$ cat src/rtl/ins_cache.sv
// Direct-mapped read-only instruction cache: combinational hit path, fixed-latency line fill on a miss.
// Optional INSCACHE_FILL_FORWARD_EN forwards imem_in to the output in the last wait cycle of a matching fill.
module ins_cache #(
    parameter int NUM_LINES    = 16,
    parameter int MISS_LATENCY = 4
) (
    input  logic         clk,
    input  logic         rstn,
    input  logic [31:0]  iaddr,
    input  logic [127:0] imem_in,
    output logic         ohit,
    output logic [31:0]  oins
);
    localparam int IDX_W = $clog2(NUM_LINES);
    localparam int TAG_W = 28 - IDX_W;
    localparam int CNT_W = $clog2(MISS_LATENCY + 1);

    localparam logic [0:0] S_IDLE = 1'b0;
    localparam logic [0:0] S_WAIT = 1'b1;

    logic [0:0]           state_q, state_d;
    logic [CNT_W-1:0]     cnt_q, cnt_d;
    logic [IDX_W-1:0]     fill_idx_q, fill_idx_d;
    logic [TAG_W-1:0]     fill_tag_q, fill_tag_d;
    logic [NUM_LINES-1:0] valid_q, valid_d;

    logic [TAG_W-1:0]     tag_mem  [NUM_LINES];
    logic [127:0]         data_mem [NUM_LINES];

    logic [IDX_W-1:0]     a_idx;
    logic [TAG_W-1:0]     a_tag;
    logic [1:0]           a_off;
    logic                 unused_addr_bits;
    logic                 arr_hit;
    logic                 last_wait;
    logic                 fill_we;
    logic                 fwd_hit;
    logic [127:0]         line_sel;
    logic [31:0]          arr_word;
    logic [31:0]          fwd_word;

    assign a_idx            = iaddr[3+IDX_W:4];
    assign a_tag            = iaddr[31:4+IDX_W];
    assign a_off            = iaddr[3:2];
    assign unused_addr_bits = ^iaddr[1:0];

    assign arr_hit   = valid_q[a_idx] && (tag_mem[a_idx] == a_tag);
    assign last_wait = (state_q == S_WAIT) && (cnt_q == CNT_W'(MISS_LATENCY - 1));
    assign fill_we   = last_wait && !rstn;

    assign line_sel  = data_mem[a_idx];
    assign arr_word  = line_sel[32*a_off +: 32];

`ifdef INSCACHE_FILL_FORWARD_EN
    assign fwd_hit  = last_wait && (a_idx == fill_idx_q) && (a_tag == fill_tag_q);
    assign fwd_word = imem_in[32*a_off +: 32];
`else
    assign fwd_hit  = 1'b0;
    assign fwd_word = 32'h0;
`endif

    // Array hit takes priority; forwarding only matters for a line not yet written.
    always_comb begin
        ohit = 1'b0;
        oins = 32'h0;
        if (!rstn) begin
            if (arr_hit) begin
                ohit = 1'b1;
                oins = arr_word;
            end else if (fwd_hit) begin
                ohit = 1'b1;
                oins = fwd_word;
            end
        end
    end

    always_comb begin
        state_d    = state_q;
        cnt_d      = cnt_q;
        fill_idx_d = fill_idx_q;
        fill_tag_d = fill_tag_q;
        valid_d    = valid_q;
        case (state_q)
            S_IDLE: begin
                if (!arr_hit) begin
                    fill_idx_d = a_idx;
                    fill_tag_d = a_tag;
                    cnt_d      = '0;
                    state_d    = S_WAIT;
                end
            end
            default: begin
                cnt_d = cnt_q + CNT_W'(1);
                if (last_wait) begin
                    valid_d[fill_idx_q] = 1'b1;
                    cnt_d               = '0;
                    state_d             = S_IDLE;
                end
            end
        endcase
    end

    always_ff @(posedge clk or posedge rstn) begin
        if (rstn) begin
            state_q    <= S_IDLE;
            cnt_q      <= '0;
            fill_idx_q <= '0;
            fill_tag_q <= '0;
            valid_q    <= '0;
        end else begin
            state_q    <= state_d;
            cnt_q      <= cnt_d;
            fill_idx_q <= fill_idx_d;
            fill_tag_q <= fill_tag_d;
            valid_q    <= valid_d;
        end
    end

    // Tag and data arrays carry no reset; valid_q alone qualifies them.
    always_ff @(posedge clk) begin
        if (fill_we) begin
            tag_mem[fill_idx_q]  <= fill_tag_q;
            data_mem[fill_idx_q] <= imem_in;
        end
    end
endmodule

$ cat config.mk
export PLATFORM = sky130hd
export DESIGN_NAME = ins_cache
export DESIGN_NICKNAME = d
export VERILOG_FILES = /design/src/rtl/ins_cache.sv
export SDC_FILE = /design/constraint.sdc
export NUM_CORES = 2
export LEC_CHECK = 0
export ABC_CLOCK_PERIOD_IN_PS = 12500
export CORE_MARGIN = 1
export CORE_UTILIZATION = 55
export CTS_CLUSTER_SIZE = 16
export DETAILED_ROUTE_END_ITERATION = 8
export GPL_TIMING_DRIVEN = 0
export PLACE_DENSITY = 0.79
export SYNTH_ARGS = -nofsm -noshare
export SYNTH_HDL_FRONTEND = slang
export SYNTH_SLANG_ARGS = --single-unit
$ cat constraint.sdc
create_clock -name clk -period 12.5 [get_ports clk]
set_input_delay 1.875 -clock clk [delete_from_list [all_inputs] [get_ports clk]]
set_output_delay 1.875 -clock clk [all_outputs]
set_load 0.03 [all_outputs]
==> flow_summary.json <==
{
  "worstHoldStart": "valid_q[4]",
  "rsz0062_at_grt": "no",
  "synth_edf_count": 2432,
  "crit_path_end_kind": "output pin",
  "met2_usage": 0.517,
  "drt_iter0_drc": 9742,
  "worst_slack_ns": 1.45,
  "synth_area_leaders": "edfxtp_1 (77%), mux4_2 (18%), dfrtp_1 (1.3%)",
  "multi_input_area_mm2": 0.0198,
  "gp_congestion": 0.834,
  "htreeDepth": 4,
  "slew_headroom": -0.00219,
  "post_cts_buffers": 0,
  "drt-pass1-iter-count": 8,
  "yosysWarnings": 0,
  "port_buffers": 188,
  "drtAntennaViolNets": 0,
  "seq_area_mm2": 0.0742,
  "pin_count": 195,
  "fin_crit_ns": 11.05,
  "grt_pass1_wl_um": 389000,
  "status": "finished, violations left",
  "grt_use_met3": 0.0985,
  "fin_hold_ws_ns": 0.502,
  "yosysTopAreaCellShare": 0.770,
  "failed_checks": "capacitance limit, slew limit",
  "fmax_ghz": 0.0905,
  "rows": 152,
  "fillers": 10100,
  "r2r-start": "tag_mem[14][10]",
  "cts_buffers": 227,
  "wire_per_inst_um": 42.0,
  "yosysTopAreaCell": "edfxtp_1",
  "core-area_mm2": 0.171,
  "synth_area_per_cell_um2": 25.1,
  "pre_cts_slack_ns": 1.87,
  "maxCapViolCount": 2,
  "clock_latency_ns": 0.89,
  "yosysSeqAreaShare": 0.783,
  "yosysMostFrequentCell": "edfxtp_1",
  "antenna_found_initial": 65,
  "period_share": 0.884,
  "cts_resized": 0,
  "clock_path_buffers": 3,
  "cp.required_ns": 10.62,
  "routed_wl_um": 288000,
  "synth_ff_type": "edfxtp_1",
  "ys_seq_elements": 2480,
  "syn_inst": 3772,
  "cts_tree": "done",
  "via_per_inst": 7.24,
  "setup_total_negative_slack_ns": 0,
  "drc": 0,
  "netlist_area_mm2": 0.0949,
  "grt_overflow_total": 0,
  "crit_fanout": 10,
  "maxSlewViolCount": 10,
  "synthTopCellsByCount": "edfxtp_1 (2432), mux4_2 (762), clkbuf_1 (90), buf_2 (69), mux2i_1 (56)",
  "critPathLaunchType": "input port",
  "finalHoldViolCount": 0,
  "p_per_area_mw_per_mm2": 170,
  "worst_pin_slew_ns": 1.50,
  "vias": 49700,
  "hp-class": "flip-flop to flip-flop",
  "setup_viol": 0,
  "first_global_vias": 49200,
  "start_util": 0.554,
  "worst_ep_arrival_time_ns": 9.18,
  "postCtsHoldBufs": 0,
  "syn2layout_area_growth_pct": 15.7,
  "critical_path_class": "input port to output pin",
  "path_clk_slew_ns": 0.07,
  "use_met1": 0.395,
  "critPathLaunch": "iaddr[5]",
  "dieWidth_um": 417,
  "finalClockSkew_ns": 0.0769,
  "numClockSinks": 2480,
  "nets": 4469,
  "die_area_mm2": 0.174,
  "leakagePower_nw": 34.1,
  "fp.dieH_um": 417,
  "grt_usage": 0.327,
  "synth_nets": 3935,
  "async_reset_ff_frac": 0.0194,
  "top_usage_layer": "met2",
  "grt_max_degree": 30,
  "hpwl_um": 160000,
  "yosysUniqueCellTypes": 64,
  "drive_gt1_frac": 0.301,
  "irDropWorstVdd_mv": 0.155,
  "cts_root_buf": "clkbuf_16"
}
-- layout by cell type, fill, tap and decap left out, types with 9 or more instances in the layout --
cell             count
edfxtp_1          2432
mux4_2             762
clkbuf_16          230
clkdlybuf4s50_1    188
clkbuf_1           141
buf_12             105
buf_2               71
mux2i_1             56
clkinv_1            50
diode_2             49
dfrtp_1             48
mux2_2              39
clkinv_2            39
and2_1              35
bufinv_16           23
nor2_4              16
a22oi_1             14
buf_4               13
nor2_1              12
o21bai_1            12
nand2_1             11
buf_1               11
buf_16              11
xor2_1              10
xnor2_1             10
a21oi_1              9
-- final cells by class --
cell class	instances	share of cell area
inverters	11	0.000376
repair buffers	305	0.0392
diodes	49	0.00112
flip-flops and latches	2480	0.676
plain buffers	190	0.00804
well taps	2310	0.0263
clock inverters	130	0.0127
multi-input cells	1091	0.181
clock buffers	292	0.0551
-- layer usage --
layer	vias to the layer above	routed length (um)
met4	20	21500
met5	-	115
li1	17600	-
met2	5591	138000
met3	1174	41700
met1	25300	86700
-- critical path, stage by stage --
cell	delay, ns
clkdlybuf4s50_1	0.54
buf_4	0.27
buf_4	0.34
buf_2	0.41
buf_2	0.52
buf_2	0.65
clkbuf_1	0.91
clkbuf_1	1.16
mux4_2	0.48
mux4_2	0.57
mux4_2	0.50
and2_1	0.27
clkdlybuf4s50_1	0.64
-- worst paths after layout --
check,to,slack (ns),cells past startpoint
setup / recovery,oins[2],1.45,13
hold / removal,valid_q[4],0.50,1
setup reg to reg,fill_tag_q[12],7.91,9
hold reg to reg,valid_q[4],0.50,1
max in group asynchronous,fill_tag_q[8],10.08,3
min in group asynchronous,cnt_q[2],1.71,2
-- per-stage QoR --
step	utilization	power, mW	instance area, um^2	instances
global placement	0.581	11.4	99600	6270
detailed placement	0.596	11.5	102000	6387
global route	0.640	18.9	110000	6842
floorplan	-	10.9	94900	3772
finish	0.640	18.6	110000	6858
CTS	0.640	18.5	110000	6809
-- state kept, by name, summed over array words and instances, names as in the netlist --
name        cells
cnt_q           3
data_mem     2048
fill_idx_q      4
fill_tag_q     24
state_q         1
tag_mem       384
valid_q        16
-- cell families after synthesis --
kind of cell    count (synthesis)  share of synthesized area
flops                        2480                      0.783
fa+ha+maj                       1                   0.000132
simple gates                  123                    0.00716
mux                           860                      0.192
compound gates                 87                    0.00689
xor+xnor                       20                    0.00185
buf+inv                       201                    0.00962
-- where the power goes --
group          internal, mW  leakage, nW  switching, mW
combinational         0.609         8.11          0.756
clock                  3.90         3.62           3.18
sequential             9.78         22.4          0.376
No activity file was read; power rests on OpenSTA's default activity.
